File: src/rtl/addsub_arb_if.sv
// Request/result bus for addsub_arb: two requesters over valid/ready and
// one result channel back to the consumer.
interface addsub_arb_if;
    logic [1:0] req_valid;
    logic [1:0] req_ready;
    logic       req0_op;
    logic       req1_op;
    logic [3:0] req0_a;
    logic [3:0] req0_b;
    logic [3:0] req1_a;
    logic [3:0] req1_b;
    logic       res_valid;
    logic       res_ready;
    logic       res_id;
    logic [3:0] res_sum;
    logic       res_carry;
    logic       res_ovf;
    logic       res_zero;

    // Clients and result consumer.
    modport master (
        output req_valid, req0_op, req1_op, req0_a, req0_b, req1_a, req1_b,
        output res_ready,
        input  req_ready,
        input  res_valid, res_id, res_sum, res_carry, res_ovf, res_zero
    );

    // The arbiter/sequencer.
    modport slave (
        input  req_valid, req0_op, req1_op, req0_a, req0_b, req1_a, req1_b,
        input  res_ready,
        output req_ready,
        output res_valid, res_id, res_sum, res_carry, res_ovf, res_zero
    );
endinterface

File: src/rtl/addsub_arb.sv
// addsub_arb: two-requester arbiter and sequencer for a shared 4-bit
// add/subtract datapath. Subtraction is formed as A + ~B + 1 using the
// compl1 conditional ones'-complement unit and a single 5-bit adder.
// Optional build macro: ADDSUB_ARB_RR_EN selects round-robin arbitration;
// without it requester 0 has fixed priority.

// Conditional ones'-complement: out = cpl ? ~inp : inp.
module compl1 (
    output logic [3:0] out,
    input  logic [3:0] inp,
    input  logic       cpl
);
    assign out = cpl ? ~inp : inp;
endmodule

module addsub_arb (
    input  logic        clk,
    input  logic        reset_n,
    addsub_arb_if.slave bus
);
    typedef enum logic [1:0] {
        IDLE = 2'd0,
        CPL  = 2'd1,
        ADD  = 2'd2,
        DONE = 2'd3
    } state_t;

    state_t     state;
    state_t     state_nxt;

    logic       winner;
    logic       accept;

    logic       op_q;
    logic [3:0] a_q;
    logic [3:0] b_q;
    logic [3:0] bm_q;
    logic [3:0] cpl_out;
    logic [4:0] sum5;

    logic       id_q;
    logic [3:0] sum_q;
    logic       carry_q;
    logic       ovf_q;
    logic       zero_q;

`ifdef ADDSUB_ARB_RR_EN
    logic       last_grant;

    // Round-robin pick: on contention the requester not granted last wins.
    always_comb begin
        if (bus.req_valid == 2'b11) begin
            winner = ~last_grant;
        end else begin
            winner = ~bus.req_valid[0];
        end
    end

    // Last-grant register, moves only when a request is actually accepted.
    always_ff @(posedge clk) begin
        if (!reset_n) begin
            last_grant <= 1'b1;
        end else if (accept) begin
            last_grant <= winner;
        end
    end
`else
    // Fixed priority: requester 0 wins whenever it is valid.
    assign winner = ~bus.req_valid[0];
`endif

    assign accept = (state == IDLE) && (|bus.req_valid);

    // Ready pulse to the winner only while IDLE.
    always_comb begin
        bus.req_ready = 2'b00;
        if (accept) begin
            bus.req_ready[winner] = 1'b1;
        end
    end

    // State register.
    always_ff @(posedge clk) begin
        // NOTE: sequential state uses non-blocking assignments so every
        // register samples pre-edge values regardless of block ordering.
        if (!reset_n) begin
            state <= IDLE;
        end else begin
            state <= state_nxt;
        end
    end

    // Next-state logic: fixed walk IDLE->CPL->ADD->DONE, DONE waits on res_ready.
    always_comb begin
        // NOTE: default assigned first so no path leaves state_nxt unassigned
        // (which would infer a latch).
        state_nxt = state;
        unique case (state)
            IDLE: if (accept) state_nxt = CPL;
            CPL:  state_nxt = ADD;
            ADD:  state_nxt = DONE;
            DONE: if (bus.res_ready) state_nxt = IDLE;
            default: state_nxt = IDLE;
        endcase
    end

    compl1 u_compl1 (
        .out (cpl_out),
        .inp (b_q),
        .cpl (op_q)
    );

    // A + BM + op as a 5-bit unsigned sum; op supplies the +1 of two's complement.
    assign sum5 = {1'b0, a_q} + {1'b0, bm_q} + {4'b0000, op_q};

    // Operand capture on accept, complement in CPL, result capture in ADD.
    always_ff @(posedge clk) begin
        // NOTE: every datapath register is reset too, so an aborted
        // transaction leaves no stale operands or results visible.
        if (!reset_n) begin
            op_q    <= 1'b0;
            a_q     <= 4'b0000;
            b_q     <= 4'b0000;
            bm_q    <= 4'b0000;
            id_q    <= 1'b0;
            sum_q   <= 4'b0000;
            carry_q <= 1'b0;
            ovf_q   <= 1'b0;
            zero_q  <= 1'b0;
        end else begin
            case (state)
                IDLE: begin
                    if (accept) begin
                        id_q <= winner;
                        op_q <= winner ? bus.req1_op : bus.req0_op;
                        a_q  <= winner ? bus.req1_a  : bus.req0_a;
                        b_q  <= winner ? bus.req1_b  : bus.req0_b;
                    end
                end
                CPL: begin
                    bm_q <= cpl_out;
                end
                ADD: begin
                    sum_q   <= sum5[3:0];
                    carry_q <= sum5[4];
                    ovf_q   <= (a_q[3] == bm_q[3]) && (sum5[3] != a_q[3]);
                    zero_q  <= (sum5[3:0] == 4'b0000);
                end
                default: ;
            endcase
        end
    end

    assign bus.res_valid = (state == DONE);
    assign bus.res_id    = id_q;
    assign bus.res_sum   = sum_q;
    assign bus.res_carry = carry_q;
    assign bus.res_ovf   = ovf_q;
    assign bus.res_zero  = zero_q;
endmodule
File: src/flat_wrapper.sv
// flat-port wrapper written by rule: the top's interface ports become plain ports
module addsub_arb_flat 
  (clk, reset_n, bus_req_valid, bus_req0_op, bus_req1_op, bus_req0_a, bus_req0_b, bus_req1_a, bus_req1_b, bus_res_ready, bus_req_ready, bus_res_valid, bus_res_id, bus_res_sum, bus_res_carry, bus_res_ovf, bus_res_zero);
  addsub_arb_if bus_i ();
  input  logic clk;
  input  logic reset_n;
  input wire logic [$bits(bus_i.req_valid)-1:0] bus_req_valid;
  input wire logic [$bits(bus_i.req0_op)-1:0] bus_req0_op;
  input wire logic [$bits(bus_i.req1_op)-1:0] bus_req1_op;
  input wire logic [$bits(bus_i.req0_a)-1:0] bus_req0_a;
  input wire logic [$bits(bus_i.req0_b)-1:0] bus_req0_b;
  input wire logic [$bits(bus_i.req1_a)-1:0] bus_req1_a;
  input wire logic [$bits(bus_i.req1_b)-1:0] bus_req1_b;
  input wire logic [$bits(bus_i.res_ready)-1:0] bus_res_ready;
  output wire logic [$bits(bus_i.req_ready)-1:0] bus_req_ready;
  output wire logic [$bits(bus_i.res_valid)-1:0] bus_res_valid;
  output wire logic [$bits(bus_i.res_id)-1:0] bus_res_id;
  output wire logic [$bits(bus_i.res_sum)-1:0] bus_res_sum;
  output wire logic [$bits(bus_i.res_carry)-1:0] bus_res_carry;
  output wire logic [$bits(bus_i.res_ovf)-1:0] bus_res_ovf;
  output wire logic [$bits(bus_i.res_zero)-1:0] bus_res_zero;
  assign bus_i.req_valid = bus_req_valid;
  assign bus_i.req0_op = bus_req0_op;
  assign bus_i.req1_op = bus_req1_op;
  assign bus_i.req0_a = bus_req0_a;
  assign bus_i.req0_b = bus_req0_b;
  assign bus_i.req1_a = bus_req1_a;
  assign bus_i.req1_b = bus_req1_b;
  assign bus_i.res_ready = bus_res_ready;
  assign bus_req_ready = bus_i.req_ready;
  assign bus_res_valid = bus_i.res_valid;
  assign bus_res_id = bus_i.res_id;
  assign bus_res_sum = bus_i.res_sum;
  assign bus_res_carry = bus_i.res_carry;
  assign bus_res_ovf = bus_i.res_ovf;
  assign bus_res_zero = bus_i.res_zero;
  addsub_arb u_core (.clk(clk), .reset_n(reset_n), .bus(bus_i));
endmodule
File: config.mk
export PLATFORM = sky130hd
export DESIGN_NAME = addsub_arb_flat
export DESIGN_NICKNAME = d
export VERILOG_FILES = /design/src/rtl/addsub_arb_if.sv /design/src/rtl/addsub_arb.sv /design/src/flat_wrapper.sv
export SDC_FILE = /design/constraint.sdc
export NUM_CORES = 1
export LEC_CHECK = 0
export ABC_CLOCK_PERIOD_IN_PS = 2200
export CAP_MARGIN = 25
export CORE_ASPECT_RATIO = 1.75
export CORE_MARGIN = 1
export CORE_UTILIZATION = 47
export CTS_CLUSTER_DIAMETER = 30
export DETAILED_ROUTE_END_ITERATION = 8
export PLACE_DENSITY = 0.87
export SLEW_MARGIN = 20
export SYNTH_ARGS = -nofsm -noshare
export SYNTH_HDL_FRONTEND = slang
export SYNTH_SLANG_ARGS = --single-unit
File: constraint.sdc
create_clock -name clk -period 2.2 [get_ports clk]
set_clock_uncertainty 0.1 [all_clocks]
set_input_delay 0.44 -clock clk [delete_from_list [all_inputs] [get_ports clk]]
set_output_delay 0.44 -clock clk [all_outputs]
set_load 0.02 [all_outputs]
==> results.md, run 1 <==
* Status: complete, no violations
* Sum of negative setup slack at 0 ps
* DR DRC count at 0
* Initial Utilization at 50.6%
* Hold crit path type: reg -> reg
* Most common cell after layout, fill and taps aside: clkdlybuf4s50_1
* Complex-gate fraction of the synthesized area at 18.6%
* Layout cells sized above 1 at between 10% and 20%
* Reg-to-reg endpoint: u_core.bus.res_zero$_SDFFE_PN0P_
* Routability cong. at a little under 0.8
* Tcrit/Tclk final at 95.7%
* Maximum VDD drop at 606 µV
* CTS tree: done
* Finished layout cell area at 1690 µm²
* Die Height at 71.0 µm
* Min Tclk post-route at ~2100 ps
* Area share of xor/xnor cells in the synthesized design at 3.43%
* Cts bufs inserted at 3
* Leak Pwr at around 0.84 nW
* Via density at approximately 5.5
* MaxCap Viol Count at 0
* Worst path required time at 1660 ps
* Post-synthesis adder-cell area fraction at a little over a tenth
* Layout net count at 200
* Slowest CP cell: dfxtp_1
* Area of the core at 2520 µm²
* CP peak stage delay at 350 ps
* Final Hold Viols at 0
* Netlist cell types at 30
* First drt pass iteration count at 4
* Worst-Skew Late Latency at about 260 ps
* Hold Path Sink: u_core.bus.res_sum[0]$_SDFFE_PN0P_
* Area Growth Syn to Fin at 32.0%
* Tot GR Track Use at a little under a fifth
* Slew Viols, Final at 0
* Number of global-route vias before repair at 1144
* Pwr dens at 1120 nW/µm²
* Initial DRC Count at 13
* CTS clk-pin slew, worst paths at 80 ps
* Crit start category: register
* Detailed-route via count at roughly 1000
* Slew HR at 71.7%
* Warnings, synthesis at 0
* R2R setup slack at 270 ps
* Mapped Nets at roughly 160
* Largest net degree at the start of global routing at 20
* Critical path endpoint category: output pin
* Post-Synth Simple-Gate Area at 15.7%
* I/O pin total at 34
* Worst Path Arrival at around 1600 ps
* Max Buffers Root-to-Sink at 2
* CP Cell Sequence: inv_1 -> ha_1 -> nor2b_4 -> nor2b_1 -> clkdlybuf4s15_1
* Commonest cells after routing, fill and taps aside: clkdlybuf4s50_1, dfxtp_1, nand2_1
* Largest family of logic cells by synthesized area: compound AO/OA/AOI/OAI gates
* Dpl hpwl at 2170 µm
* Die area at 2940 µm²
* Max Freq at 0.475 GHz
* Placed cell areas at 1640 µm²
* Hold Crit Start: u_core.bus.res_sum[0]$_SDFFE_PN0P_
* Clock Tree Root: clkbuf_8
* #FFs+latches synth at 23
* WL final at 2580 µm
* Reg2reg path depth at 7
* H-Tree Depth at 1
* Clk sinks at 23
* Grt ovf at 0
* Multiplexer share of the synthesized area at 8.62%
* Seq/Total Area, Yosys at 36.0%
* First-pass GRT wire length at about 4300 µm
* Syn avg cell area at 9.83 µm²
* Worst R2R Start: u_core.bm_q[0]$_SDFFE_PN0N_
* Cells after Synth at 130
* Setup Fix Bufs, Post-CTS at 0
* Antenna-violating nets left at 0
* Critical-path maximum fanout at 4
* Number of diodes at 0
* Fin Hold WS at 387 ps
* DR WL/cell at 13.4 µm
* Unrepaired setup endpoints after global routing: no
* Initial antenna violation count at 0
* FP Rows at 24
* Port Buffers at 33
* Tightest Pin Transition at 424 ps
* Worst Hold Path Cells at 1
* Die W at between 40 and 50 µm
* Post-Syn Area at 1280 µm²
* Worst Path Class, Setup: reg -> out
* Final setup vio count at 0
## report_power, final
part,leakage [nW],switching [mW],total (mW),internal [mW]
registers,0.190,0.102,0.663,0.561
logic,0.623,0.491,0.966,0.476
clock network,0.0255,0.136,0.262,0.126
total,0.838,0.729,1.89,1.16
## synth_stat cells
cell	count	share of area, %
xnor2_1	5	3.4
and4b_1	1	0.78
a32o_1	1	0.78
buf_6	2	1.8
buf_2	5	2.0
o21ai_1	2	0.78
nand2b_1	1	0.49
nor4b_1	1	0.69
or2_1	1	0.49
ha_1	8	7.8
nor2b_1	5	2.4
nor3b_2	1	0.98
nand3_1	1	0.39
buf_4	1	0.59
clkbuf_1	1	0.29
o211a_1	16	13
nor2_2	2	0.98
a21oi_2	2	1.4
and2_1	1	0.49
mux2i_1	11	8.6
nor2_1	3	0.88
a21oi_1	5	2.0
nand2_1	18	5.3
nor2b_4	1	1.1
a21o_1	1	0.59
inv_1	7	2.1
nand4b_1	1	0.69
fa_1	2	3.1
o211ai_1	1	0.59
dfxtp_1	23	36
## layout make-up
class / instances / area [µm²]
Timing Repair Buffer: 41 / 389
Clock inverter: 1 / 5.00
Fill cell: 221 / 836
Multi-Input combinational cell: 91 / 732
Tap cell: 26 / 32.5
Inverter: 7 / 26.3
Sequential cell: 23 / 460
Clock buffer: 3 / 41.3
## registers in the layout, summed over array words and instances, names as in the netlist
| register | count |
|---|---|
| u_core.a_q | 4 |
| u_core.b_q | 4 |
| u_core.bm_q | 4 |
| u_core.bus.res_carry | 1 |
| u_core.bus.res_id | 1 |
| u_core.bus.res_ovf | 1 |
| u_core.bus.res_sum | 4 |
| u_core.bus.res_zero | 1 |
| u_core.op_q | 1 |
| u_core.state | 2 |
## routing by layer
| metal | wire, µm | track usage, % | share of wire, % | vias to the layer above |
|---|---|---|---|---|
| li1 | - | - | - | 517 |
| met1 | 886 | 15.6 | 34 | 495 |
| met2 | 1580 | 40.5 | 61 | 31 |
| met3 | 71 | 0.765 | 2.8 | 4 |
| met4 | 41 | 9.68 | 1.6 | 0 |
| met5 | 0 | 0 | 0 | - |
## how the worst max path moves through the flow
stage,start,to,depth (start not counted)
final,u_core.state[1]$_SDFFE_PN0P_,bus_req_ready[1],5
after global routing,u_core.state[1]$_SDFFE_PN0P_,bus_req_ready[1],5
after CTS,u_core.state[1]$_SDFFE_PN0P_,bus_req_ready[1],5
after detailed placement,bus_req_valid[0],bus_req_ready[1],5
after global placement,bus_req_valid[0],bus_req_ready[1],5
after floorplan,u_core.op_q$_SDFFE_PN0P_,u_core.bus.res_zero$_SDFFE_PN0P_,8
## per-stage QoR
step | power, mW | setup WS [ps] | utilization [%] | cells
after floorplan | 1.37 | 301 | - | 130
after global placement | 1.59 | -192 | 65.1 | 188
after detailed placement | 1.65 | -182 | 65.1 | 188
after CTS | 1.90 | 65.5 | 66.8 | 192
after global routing | 2.03 | 3.04 | 66.9 | 192
final | 1.89 | 95.4 | 66.9 | 192
## logic make-up after synthesis
logic type,count (synthesis)
and+or+nand+nor,37
xor gates and xnor gates,5
DFF,23
AOI/OAI and AO/OA,28
muxes,11
buffers and inverters,16
adders and majority gates,10
## critical path, delay by kind of cell, from the launching register on
| kind | cells | cell delay, ps |
|---|---|---|
| buf+inv | 2 | 430 |
| fa+ha+maj | 1 | 230 |
| flops | 1 | 350 |
| simple gates | 2 | 290 |
## repair_timing
action | CTS | global route
endpoints found under the setup margin | 2 | 1
hold buffers | 0 | 0
gates resized for setup | 2 | 1
Power figures use the tool's default switching activity.
==> run 2, diff against run 1 <==
--- a/config.mk
+++ b/config.mk
@@ -6,13 +6,14 @@
 export NUM_CORES = 1
 export LEC_CHECK = 0
 export ABC_CLOCK_PERIOD_IN_PS = 2200
-export CAP_MARGIN = 25
+export CELL_PAD_IN_SITES_DETAIL_PLACEMENT = 1
+export CELL_PAD_IN_SITES_GLOBAL_PLACEMENT = 1
 export CORE_ASPECT_RATIO = 1.75
 export CORE_MARGIN = 1
-export CORE_UTILIZATION = 47
+export CORE_UTILIZATION = 36
 export CTS_CLUSTER_DIAMETER = 30
 export DETAILED_ROUTE_END_ITERATION = 8
-export PLACE_DENSITY = 0.87
+export PLACE_DENSITY = 0.88
 export SLEW_MARGIN = 20
 export SYNTH_ARGS = -nofsm -noshare
 export SYNTH_HDL_FRONTEND = slang
==> run 2 against run 1 <==
Setup slack better by 46 ps; clock power hardly changed; critical path type is now in -> out; final cell count is 9.9% higher; largest power group unchanged; combinational power is 0.4% higher.
==> results.md, run 2 (synthesis gave the netlist of run 1 again) <==
* Status: complete, no violations
* Clock Tree Root: clkbuf_8
* Hold Path Sink: u_core.bm_q[0]$_SDFFE_PN0N_
* Layout net count at 200
* Final setup vio count at 0
* Slew HR at 70.4%
* CTS clk-pin slew, worst paths at 80 ps
* Number of diodes at 0
* First-pass GRT wire length at 4620 µm
* Worst path required time at between 1500 and 2000 ps
* Largest net degree at the start of global routing at 20
* Worst-Skew Late Latency at ~260 ps
* Most common cell after layout, fill and taps aside: clkdlybuf4s50_1
* Initial Utilization at 37.6%
* Area of the core at 3400 µm²
* Placement Setup Slack at -176 ps
* Worst R2R Start: u_core.bm_q[0]$_SDFFE_PN0N_
* Commonest cells after routing, fill and taps aside: clkdlybuf4s50_1, dfxtp_1, nand2_1
* Number of global-route vias before repair at 1066
* Layout cells sized above 1 at a little over a tenth
* Worst Path Arrival at 1520 ps
* Tot Pwr at about 1.9 mW
* Initial DRC Count at 7
* Critical path endpoint category: output pin
* DR WL/cell at around 13 µm
* DR DRC count at 0
* Max Freq at 0.486 GHz
* Unrepaired setup endpoints after global routing: no
* Final WS setup at roughly 140 ps
* Cts bufs inserted at 3
* MaxCap Viol Count at 0
* Die area at approximately 3800 µm²
* Final Hold Viols at 0
* Initial antenna violation count at 0
* Clk sinks at 23
* Detailed-route via count at 1046
* Antenna-violating nets left at 0
* Die W at ~47 µm
* Slew Viols, Final at 0
* CTS tree: done
* Fin Hold WS at 383 ps
* Setup Fix Bufs, Post-CTS at 0
* First drt pass iteration count at 4
* Fillcell total at 403
* Routability cong. at 0.816
* FP Rows at 28
* Reg2reg path depth at 7
* Hold crit path type: reg -> reg
* Via density at 4.96
* Tightest Pin Transition at between 400 and 500 ps
* Hold Crit Start: u_core.bm_q[0]$_SDFFE_PN0N_
* Pwr dens at 1110 nW/µm²
* Worst Hold Path Cells at 1
* Cts-stage hold buffer count at 0
* H-Tree Depth at 1
* Crit start category: input pin
* Worst Path Class, Setup: in -> out
* Min Tclk post-route at around 2100 ps
* Reg-to-reg endpoint: u_core.bus.res_zero$_SDFFE_PN0P_
* Dpl hpwl at 2260 µm
* Tot GR Track Use at 16.9%
* Leak Pwr at 0.835 nW
* WL final at 2700 µm
* Tcrit/Tclk final at 93.6%
* Maximum VDD drop at 564 µV
* Grt ovf at 0
* R2R setup slack at ~280 ps
* Max Buffers Root-to-Sink at 2
* Area Growth Syn to Fin at 33.4%
* Port Buffers at 33
* Critical-path maximum fanout at 3
* I/O pin total at 34
* Die Height at 80.8 µm
==> run 2: per-layer routing <==
| layer | share of wire (%) | routed length [µm] | track usage (%) | vias to the layer above |
|---|---|---|---|---|
| li1 | - | - | - | 519 |
| met1 | 37 | 987 | 17.4 | 495 |
| met2 | 59 | 1600 | 31.9 | 27 |
| met3 | 2.4 | 66 | 2.00 | 5 |
| met4 | 1.7 | 46 | 6.86 | 0 |
| met5 | 0 | 0 | 0 | - |
==> run 2: worst max-delay path: stages <==
cell and delay [ps]:
clkdlybuf4s50_1 490, buf_4 120, and2_1 130, dlygate4sd2_1 330
==> run 2: cell type report <==
class	count	area, µm²	share of cell area, %
multi-input combinational	91	732	43.0
sequential	23	460	27.0
timing repair buffer	41	384	22.5
tap	45	56.3	3.30
clock buffer	4	45.0	2.64
inverter	7	26.3	1.54
==> run 2: worst max-delay path by stage <==
stage	endpoint	from	cells past startpoint	slack (ps)
2_1_floorplan	u_core.bus.res_zero$_SDFFE_PN0P_	u_core.op_q$_SDFFE_PN0P_	8	300
3_5_place_dp	bus_req_ready[1]	bus_req_valid[0]	5	-180
4_1_cts	bus_req_ready[1]	u_core.state[1]$_SDFFE_PN0P_	5	60
3_3_place_gp	bus_req_ready[1]	bus_req_valid[0]	5	-190
6_report	bus_req_ready[0]	bus_req_valid[0]	4	140
5_1_grt	bus_req_ready[0]	u_core.state[0]$_SDFFE_PN0P_	4	100
==> run 2: timing repair <==
action	in CTS	in global routing
setup endpoints to repair	2	1
gates cloned	0	0
gates resized for setup	2	2
==> run 2: per-stage QoR <==
step	area, µm²	utilization, %	cells	setup TNS [ps]
after CTS	1710	50.3	211	0
after global routing	1700	50.1	211	0
after detailed placement	1670	49.0	207	-315
after global placement	1670	49.0	207	-311
final	1700	50.1	211	0
after floorplan	1280	-	130	0
==> run 2: power by group <==
part	total, mW	internal (mW)	switching (mW)
clock network	0.264	0.129	0.135
logic	0.970	0.472	0.498
registers	0.662	0.561	0.101
